--- config.mk ---
export PLATFORM = sky130hd
export DESIGN_NAME = led_arbiter_flat
export DESIGN_NICKNAME = d
export VERILOG_FILES = /design/src/rtl/led_arbiter_if.sv /design/src/rtl/led_arbiter.sv /design/src/flat_wrapper.sv
export SDC_FILE = /design/constraint.sdc
export NUM_CORES = 1
export LEC_CHECK = 0
export CAP_MARGIN = 30
export CORE_AREA = 2 2 112 114
export CTS_CLUSTER_SIZE = 20
export DETAILED_ROUTE_END_ITERATION = 8
export DIE_AREA = 0 0 114 116
export GPL_ROUTABILITY_DRIVEN = 0
export PLACE_DENSITY_LB_ADDON = 0.08
export SLEW_MARGIN = 20
export SYNTH_ARGS = -nofsm -noshare
export SYNTH_HDL_FRONTEND = slang
export SYNTH_HIERARCHICAL = 1
export SYNTH_SLANG_ARGS = --single-unit
--- constraint.sdc ---
create_clock -name clk_clk -period 2.15 [get_ports clk_clk]
set_input_delay 0.43 -clock clk_clk [delete_from_list [all_inputs] [get_ports clk_clk]]
set_output_delay 0.43 -clock clk_clk [all_outputs]
set_load 0.05 [all_outputs]
--- src/rtl/led_arbiter_if.sv ---
// LED ownership bus between the two requesters and led_arbiter.
// master = requester side, slave = arbiter side.
interface led_arbiter_if;
    logic       cpu_req;
    logic [1:0] cpu_led;
    logic       cpu_gnt;
    logic       hw_req;
    logic [1:0] hw_led;
    logic       hw_gnt;
    logic [1:0] ledr;
    logic [1:0] owner;

    modport master (
        output cpu_req, cpu_led, hw_req, hw_led,
        input  cpu_gnt, hw_gnt, ledr, owner
    );

    modport slave (
        input  cpu_req, cpu_led, hw_req, hw_led,
        output cpu_gnt, hw_gnt, ledr, owner
    );
endinterface

--- src/rtl/led_arbiter.sv ---
// Red LED arbiter: CPU vs hardware owner with hold-time preemption and heartbeat
// blink, plus synchronized/debounced switch inputs (sw_db[0] enables the arbiter).
module led_debounce #(
    parameter int CYCLES = 1_000_000
) (
    input  logic clk_clk,
    input  logic reset_reset_n,
    input  logic raw,
    output logic db
);
    localparam int CW = (CYCLES > 1) ? $clog2(CYCLES) : 1;

    logic          s1, s2;
    logic [CW-1:0] cnt;

    always_ff @(posedge clk_clk or negedge reset_reset_n) begin
        if (!reset_reset_n) begin
            s1  <= 1'b0;
            s2  <= 1'b0;
            db  <= 1'b0;
            cnt <= '0;
        end else begin
            s1 <= raw;
            s2 <= s1;
            // s1 != s2 means the synchronized bit is about to change: restart the count
            if (s2 == db || s1 != s2) begin
                cnt <= '0;
            end else if (cnt == CW'(CYCLES - 1)) begin
                db  <= s2;
                cnt <= '0;
            end else begin
                cnt <= cnt + 1'b1;
            end
        end
    end
endmodule

module led_arbiter #(
    parameter int DEBOUNCE_CYCLES = 1_000_000,
    parameter int HOLD_CYCLES     = 25_000_000,
    parameter int BLINK_HALF      = 12_500_000
) (
    input  logic          clk_clk,
    input  logic          reset_reset_n,
    input  logic [1:0]    sw_raw,
    output logic [1:0]    sw_db,
    led_arbiter_if.slave  bus
);
    localparam int NUM_SW = 2;
    localparam int HW_W   = (HOLD_CYCLES > 1) ? $clog2(HOLD_CYCLES) : 1;
    localparam int BW     = (BLINK_HALF > 1) ? $clog2(BLINK_HALF) : 1;

    typedef enum logic [1:0] {
        S_IDLE = 2'b00,
        S_CPU  = 2'b01,
        S_HW   = 2'b10
    } state_t;

    state_t          state, state_nxt;
    logic [HW_W-1:0] hold_cnt;
    logic [BW-1:0]   blink_cnt;
    logic            blink;
    logic [1:0]      ledr_nxt;
    logic            en;
    logic            hold_max;

    for (genvar i = 0; i < NUM_SW; i++) begin : g_sw
        led_debounce #(.CYCLES(DEBOUNCE_CYCLES)) u_db (
            .clk_clk       (clk_clk),
            .reset_reset_n (reset_reset_n),
            .raw           (sw_raw[i]),
            .db            (sw_db[i])
        );
    end

    assign en       = sw_db[0];
    assign hold_max = (hold_cnt == HW_W'(HOLD_CYCLES - 1));

    always_comb begin
        state_nxt = state;
        case (state)
            S_IDLE: begin
                if (bus.hw_req)       state_nxt = S_HW;
                else if (bus.cpu_req) state_nxt = S_CPU;
            end
            // Release beats preemption: owner dropping its request always idles.
            S_CPU: begin
                if (!bus.cpu_req)               state_nxt = S_IDLE;
                else if (bus.hw_req && hold_max) state_nxt = S_HW;
            end
            S_HW: begin
                if (!bus.hw_req)                 state_nxt = S_IDLE;
                else if (bus.cpu_req && hold_max) state_nxt = S_CPU;
            end
            default: state_nxt = S_IDLE;
        endcase
        if (!en) state_nxt = S_IDLE;

        ledr_nxt = 2'b00;
        case (state_nxt)
            S_CPU:   ledr_nxt = bus.cpu_led;
            S_HW:    ledr_nxt = bus.hw_led;
            default: ledr_nxt = en ? {1'b0, blink} : 2'b00;
        endcase
    end

    always_ff @(posedge clk_clk or negedge reset_reset_n) begin
        if (!reset_reset_n) begin
            state       <= S_IDLE;
            hold_cnt    <= '0;
            blink_cnt   <= '0;
            blink       <= 1'b0;
            bus.owner   <= 2'b00;
            bus.cpu_gnt <= 1'b0;
            bus.hw_gnt  <= 1'b0;
            bus.ledr    <= 2'b00;
        end else begin
            state       <= state_nxt;
            bus.owner   <= state_nxt;
            bus.cpu_gnt <= (state_nxt == S_CPU);
            bus.hw_gnt  <= (state_nxt == S_HW);
            bus.ledr    <= ledr_nxt;

            if (state_nxt != state)
                hold_cnt <= '0;
            else if (state != S_IDLE && !hold_max)
                hold_cnt <= hold_cnt + 1'b1;

            if (blink_cnt == BW'(BLINK_HALF - 1)) begin
                blink_cnt <= '0;
                blink     <= ~blink;
            end else begin
                blink_cnt <= blink_cnt + 1'b1;
            end
        end
    end
endmodule

--- src/flat_wrapper.sv ---
// flat-port wrapper written by rule: the top's interface ports become plain ports
module led_arbiter_flat 
#(
    parameter int DEBOUNCE_CYCLES = 1_000_000,
    parameter int HOLD_CYCLES     = 25_000_000,
    parameter int BLINK_HALF      = 12_500_000
)
  (clk_clk, reset_reset_n, sw_raw, sw_db, bus_cpu_req, bus_cpu_led, bus_hw_req, bus_hw_led, bus_cpu_gnt, bus_hw_gnt, bus_ledr, bus_owner);
  led_arbiter_if bus_i ();
  input  logic clk_clk;
  input  logic reset_reset_n;
  input  logic [1:0] sw_raw;
  output logic [1:0] sw_db;
  input wire logic [$bits(bus_i.cpu_req)-1:0] bus_cpu_req;
  input wire logic [$bits(bus_i.cpu_led)-1:0] bus_cpu_led;
  input wire logic [$bits(bus_i.hw_req)-1:0] bus_hw_req;
  input wire logic [$bits(bus_i.hw_led)-1:0] bus_hw_led;
  output wire logic [$bits(bus_i.cpu_gnt)-1:0] bus_cpu_gnt;
  output wire logic [$bits(bus_i.hw_gnt)-1:0] bus_hw_gnt;
  output wire logic [$bits(bus_i.ledr)-1:0] bus_ledr;
  output wire logic [$bits(bus_i.owner)-1:0] bus_owner;
  assign bus_i.cpu_req = bus_cpu_req;
  assign bus_i.cpu_led = bus_cpu_led;
  assign bus_i.hw_req = bus_hw_req;
  assign bus_i.hw_led = bus_hw_led;
  assign bus_cpu_gnt = bus_i.cpu_gnt;
  assign bus_hw_gnt = bus_i.hw_gnt;
  assign bus_ledr = bus_i.ledr;
  assign bus_owner = bus_i.owner;
  led_arbiter #(.DEBOUNCE_CYCLES(DEBOUNCE_CYCLES), .HOLD_CYCLES(HOLD_CYCLES), .BLINK_HALF(BLINK_HALF)) u_core (.clk_clk(clk_clk), .reset_reset_n(reset_reset_n), .sw_raw(sw_raw), .sw_db(sw_db), .bus(bus_i));
endmodule
After elaboration in Yosys (flattened, before gate mapping). Index checks and enable logic that the tools add are counted.

Logic and storage cells: 63. Memories kept: 0. Bits in read-only memories: 0. Register bits: 102. Input bits: 10. Latch bits: 0. Bits in writable memories: 0. Output and inout port bits: 8.

Shifts and indexed selects: 0. Divide/modulo/power cells: 0. Multipliers: 0. Add/sub/neg operators: 4. Bitwise gates (word level): 3. Equality and inequality tests: 13. Muxes and demuxes: 17. Order comparisons: 0. Reductions and logical operators: 11.

Operators with widths (count): two-way mux 20 bit (4); two-way mux 25 bit (2); adder 20 x 1 -> 20 bit (second input constant) (2); == test 20 bit (second input constant) (2); adder 25 x 1 -> 25 bit (second input constant) (1); == test 25 bit (second input constant) (1); adder 24 x 1 -> 24 bit (second input constant) (1); == test 24 bit (second input constant) (1); two-way mux 24 bit (1); two-way mux 2 bit (7); case mux 2 bit (3 select lines) (1); == test 2 x 1 -> 1 bit (second input constant) (2); == test 2 bit (second input constant) (2); case mux 2 bit (2 select lines) (1); AND reduction 2 bit (2); nonzero test 2 bit (2); logical AND 1 bit (3); NOT 1 bit (3); == test 1 bit (2); zero test 2 bit (1); logical OR 1 bit (2); != test 1 bit (2); != test 2 bit (1); zero test 1 bit (1); two-way mux 1 bit (1).

Longest topological paths before layout.
Word-level depth: 8. Depth in mapped cells: 9. Depth with buffers taken out: 9.

By module. Netlist, hierarchy kept.

Modules (own cells, without submodules): led_arbiter (sequential area each 1401.3 sq um, area each 2999.1 sq um, instances 1, cells an instance 294); led_debounce (sequential area each 575.6 sq um, area each 1127.3 sq um, instances 2, cells an instance 113).

Worst setup path after synthesis. Ideal clock, no wire load.

Path type: reg2reg. From: reg u_core.hold_cnt[6]. To: reg u_core.bus.ledr[0]. Setup time: 131 ps. Arrival time: 2059 ps. Period minus slack after synthesis: 2189 ps. Cell stages (with the launch flop): 9. Setup slack: -39 ps. Required time: 2019 ps. Path buffers: 0. Path through: dfrtp_1 -> nor4b_2 -> nand4_2 -> nor2_4 -> a21boi_1 -> a311oi_1 -> ha_1 -> a221oi_1 -> a21oi_1.

Cells in the longest elaborated chain, start to end: 8. Elaborated cells between the ends (all ways): 12. Classes of those cells: eq/ne: 3; mux: 7; reduce/logical: 2.

Ends and longest elaborated chain: start: declaration (RTL line led_arbiter.sv:60) `logic [HW_W-1:0] hold_cnt;`; start signal: assignment (RTL line led_arbiter.sv:127) `hold_cnt <= hold_cnt + 1'b1;`; == test 25 bit (*) (RTL line led_arbiter.sv:77) `assign hold_max = (hold_cnt == HW_W'(HOLD_CYCLES - 1));`; logical AND 1 bit, on equally long branches (RTL line led_arbiter.sv:93, led_arbiter.sv:89); two-way mux 2 bit, on equally long branches (RTL line led_arbiter.sv:93, led_arbiter.sv:89); two-way mux 2 bit, on equally long branches (RTL line led_arbiter.sv:92, led_arbiter.sv:88); case mux 2 bit (3 select lines) (*) (RTL line led_arbiter.sv:81) `case (state)`; two-way mux 2 bit (*) (RTL line led_arbiter.sv:97) `if (!en) state_nxt = S_IDLE;`; via u_core.state_nxt[1] (RTL line led_arbiter.sv:59) `state_t state, state_nxt;`; == test 2 bit / == test 2 x 1 -> 1 bit (equally long branches) (RTL line led_arbiter.sv:100) `case (state_nxt)`; case mux 2 bit (2 select lines) (*) (RTL line led_arbiter.sv:100); via u_core.ledr_nxt[0] (RTL line led_arbiter.sv:63) `logic [1:0] ledr_nxt;`; end signal: assignment (RTL line led_arbiter.sv:122) `bus.ledr <= ledr_nxt;`; end: declaration (RTL line led_arbiter_if.sv:20) `output cpu_gnt, hw_gnt, ledr, owner`.

Mark *: on every way through the listed nets, which the timed path passes. The rest lies on a longest branch. A chain may end at the register's enable or synchronous reset.

Worst setup path in the final report.
From: reg u_core.hold_cnt[8]. To: reg u_core.bus.ledr[0].

Same word-level chain as after synthesis.

==> PnR_summary.wiki <==
{| class="wikitable"
! Metric !! Value
|-
| Result of the run || complete, but fails checks
|-
| Violated checks || setup timing
|-
| Portion of the post-synthesis area used by sequential elements || 48.58%
|-
| Count of unique library cells instantiated by Yosys || 61
|-
| Largest voltage drop on the vdd net || 0.0004568 V
|-
| Clock tree from TritonCTS || done
|-
| Type of the setup path with the least slack || reg -> reg
|-
| Max Cap Viol || 0
|-
| NumNets Final || 595
|-
| 1st-pass router iterations || 4
|-
| Non-filler cells in the finished layout || 730
|-
| Placed instance area || 5886 sq um
|-
| Max-slew violation count || 0
|-
| Number of sinks driven by the clock tree || 102
|-
| Share of the core filled with cells || 52.40%
|-
| Largest fanout on the critical path || 4
|-
| Worst skew pair latency || 0.35 ns
|-
| Number of enable-type register cells in the synthesized netlist || 0
|-
| Ratio of final minimum period to clock period || 100.9%
|-
| Aggregate global routing overflow || 0
|-
| CP required || 2.38 ns
|-
| Slew Limit Headroom || 63.58%
|-
| Full die area || 13,220 sq um
|-
| Number of buffers on the longest clock path || 2
|-
| Summed negative setup slack over all endpoints || -0.02021 ns
|-
| Average wire per standard cell || 15.14 um
|-
| Share of cells above drive strength 1 || 16.47%
|-
| Least setup slack across all paths after layout || -0.02021 ns
|-
| Synthesized netlist cell count || 520
|-
| Critical path endpoint category || register
|-
| Routed WL || 11.05 mm
|-
| Hold buffers post-CTS || 0
|-
| Async set-or-reset flop fraction in the synthesized netlist || 100.0%
|-
| Top area cells in the synthesized netlist || dfrtp_1, xnor2_1, xor2_1, a21oi_1, nand3_1
|-
| Final ANT Viol Nets || 0
|-
| Top cell type's share of synthesized area || 48.58%
|-
| Class of the most critical hold timing path || in -> async
|-
| Data arrival, critical path || 2.40 ns
|-
| Hold Fails Final Rpt || 0
|-
| Die outline height || 116 um
|-
| Most common flop cell mapped by yosys || dfrtp_1
|-
| Measured slew at the worst slew-check pin || 0.5463 ns
|-
| Netlist area before placement || 5254 sq um
|-
| Cell count after placement || 714
|-
| Via density per instance || 5.512
|-
| Final setup viols || 1
|-
| Initial antenna violation count || 0
|-
| # IOs || 18
|-
| Antenna diodes || 0
|-
| Wire length of the first global-routing pass || 18.69 mm
|-
| Count of H-tree levels built during CTS || 3
|-
| Number of global-route vias before repair || 3,968
|-
| RSZ-0062 raised after global routing || true
|-
| Placeable core region || 11,910 sq um
|-
| Syn Nets || 536
|-
| Total vias in the final route || 4,024
|-
| CTS Buf Count || 9
|-
| Remaining DRCs || 0
|-
| HPWL reported at the end of detailed placement || 7.604 mm
|-
| Clock slew at the register clock pins of the worst setup and hold paths || 0.07 ns
|-
| First DRT Iteration DRCs || 183
|-
| Aggregate global-route resource usage || 17.98%
|-
| Power Density || 587.1 nW/um^2
|-
| Post-synthesis average cell area || 10.10 sq um
|-
| Leakage || 2.520 nW
|-
| Buffers added on ports || 17
|-
| Die X || 114 um
|-
| Max Clock Skew || 0.008688 ns
|-
| Post-route cell area || 6241 sq um
|-
| CTS root buf || clkbuf_16
|-
| Total of warnings raised by yosys || 6
|-
| FF+latch count, synth || 102
|-
| Synthesis-to-finish area growth || 18.79%
|-
| Smallest hold slack || 0.06362 ns
|-
| Element type at the critical path start || register
|-
| Timing-limited maximum frequency || 460.8 MHz
|-
| Largest net degree at the start of global routing || 43
|-
| Starting Density || 44.11%
|-
| Placement row count || 40
|-
| Library cell occupying the most area in the post-synthesis netlist || dfrtp_1
|-
| Final Critical Period || 2.170 ns
|}
==> sequential cells by signal, indices dropped and copies added, names as in the netlist, 2 cells and up <==
name	count
u_core/g_sw.u_db/s2	2
u_core/g_sw.u_db/s1	2
u_core/g_sw.u_db/db	2
u_core/blink_cnt	24
u_core/g_sw.u_db/cnt	40
u_core/state	2
u_core/bus.ledr	2
u_core/hold_cnt	25
==> worst max-delay path: stages (launching register included) <==
cell and delay [ns]:
dfrtp_1 0.39, nor4b_2 0.30, nand4_2 0.18, buf_6 0.17
nor2_4 0.09, a21boi_2 0.07, a311oi_2 0.29, ha_1 0.31
a221oi_2 0.19, a21oi_1 0.07
==> cells in the mapped netlist (13+ instances only) <==
cell	n
and3_1	13
xor2_1	30
a21oi_1	36
nand4_1	15
o21ai_0	20
dfrtp_1	102
nand3_1	36
xnor2_1	31
nand2_1	35
nor2_1	47
nor3_1	18
inv_1	15
==> path summary, 6_finish.rpt <==
kind                                                        end  cells after the start                              from  slack, ns
setup / recovery                   u_core/bus.ledr[0]$_DFF_PN0_                      9    u_core/hold_cnt[8]$_DFFE_PN0P_      -0.02
hold / removal                   u_core/hold_cnt[0]$_DFFE_PN0P_                      1                     reset_reset_n       0.06
setup reg to reg                   u_core/bus.ledr[0]$_DFF_PN0_                      9    u_core/hold_cnt[8]$_DFFE_PN0P_      -0.02
hold reg to reg                u_core/g_sw[0].u_db/s2$_DFF_PN0_                      0  u_core/g_sw[0].u_db/s1$_DFF_PN0_       0.43
max in group asynchronous  u_core/g_sw[0].u_db/cnt[9]$_DFF_PN0_                      2                     reset_reset_n       1.41
min in group clk_clk           u_core/g_sw[0].u_db/s2$_DFF_PN0_                      0  u_core/g_sw[0].u_db/s1$_DFF_PN0_       0.43
==> per-layer routing <==
| metal | track usage [%] | wire length, um | up-vias |
|---|---|---|---|
| met5 | 0 | 0 | - |
| met4 | 6.748 | 244 | 0 |
| met3 | 5.492 | 412 | 14 |
| met2 | 29.37 | 5154 | 51 |
| met1 | 22.64 | 5239 | 1960 |
| li1 | - | - | 1999 |
==> cell usage in the layout, fill, tap and decap left out, types with 2 or more instances in the layout <==
cell | netlist | routed
a21oi_1 | 36 | 36
a22oi_1 | 5 | 4
and2_1 | 4 | 4
and3_1 | 13 | 12
and4_1 | 4 | 4
buf_4 | 3 | 43
buf_6 | 2 | 2
clkbuf_1 | 3 | 2
clkbuf_16 | 0 | 9
clkdlybuf4s50_1 | 0 | 13
clkinvlp_4 | 0 | 2
dfrtp_1 | 102 | 101
ha_1 | 6 | 3
ha_2 | 0 | 2
inv_1 | 15 | 15
nand2_1 | 35 | 35
nand2b_1 | 3 | 3
nand3_1 | 36 | 36
nand3_4 | 2 | 2
nand4_1 | 15 | 15
nand4_2 | 5 | 4
nor2_1 | 47 | 47
nor2b_1 | 2 | 2
nor3_1 | 18 | 18
nor4_1 | 9 | 9
nor4b_2 | 2 | 2
o21a_1 | 2 | 2
o21ai_0 | 20 | 19
o22ai_1 | 2 | 2
o31ai_1 | 9 | 9
o31ai_4 | 2 | 2
or3_1 | 12 | 12
or4_1 | 11 | 11
or4_4 | 2 | 2
xnor2_1 | 31 | 31
xor2_1 | 30 | 30
==> cells by family after synthesis <==
kind of cell / count (synthesis) / share of synthesized area, %
AND/OR/NAND/NOR: 233 / 25.58
flip-flops: 102 / 48.58
AO/OA/AOI/OAI: 90 / 11.53
adder cells (fa/ha/maj): 6 / 1.429
XOR/XNOR: 61 / 10.17
buffers and inverters: 27 / 2.524
multiplexers: 1 / 0.1905
==> what timing repair did <==
action                     in CTS  in global routing
setup endpoints to repair       3                  3
gates resized for setup         5                  7
buffers inserted                0                  2
pin swaps                       5                  7
==> stage by stage <==
step | setup WS [ns] | power [mW]
detailed placement | -0.3019 | 2.069
global route | -0.1512 | 3.819
CTS | -0.05659 | 3.728
global placement | -0.1822 | 2.067
floorplan | 0.02657 | 1.987
finish | -0.02021 | 3.664
==> final cells by class <==
type                       instances  area (sq um)
inverter                          15         56.30
clock inverter                     3         45.04
clock buffer                      12         246.5
tap                              147         183.9
multi-input combinational        391          2651
fill                            1092          5670
timing repair buffer              60         504.2
sequential                       102          2554
==> power by group <==
group	internal (mW)	switching [mW]	total [mW]
Combinational	0.0319	0.0651	0.0970
Clock	0.929	0.706	1.64
Sequential	1.93	0.00639	1.93
Total	2.89	0.778	3.66
Power figures use the tool's default switching activity.
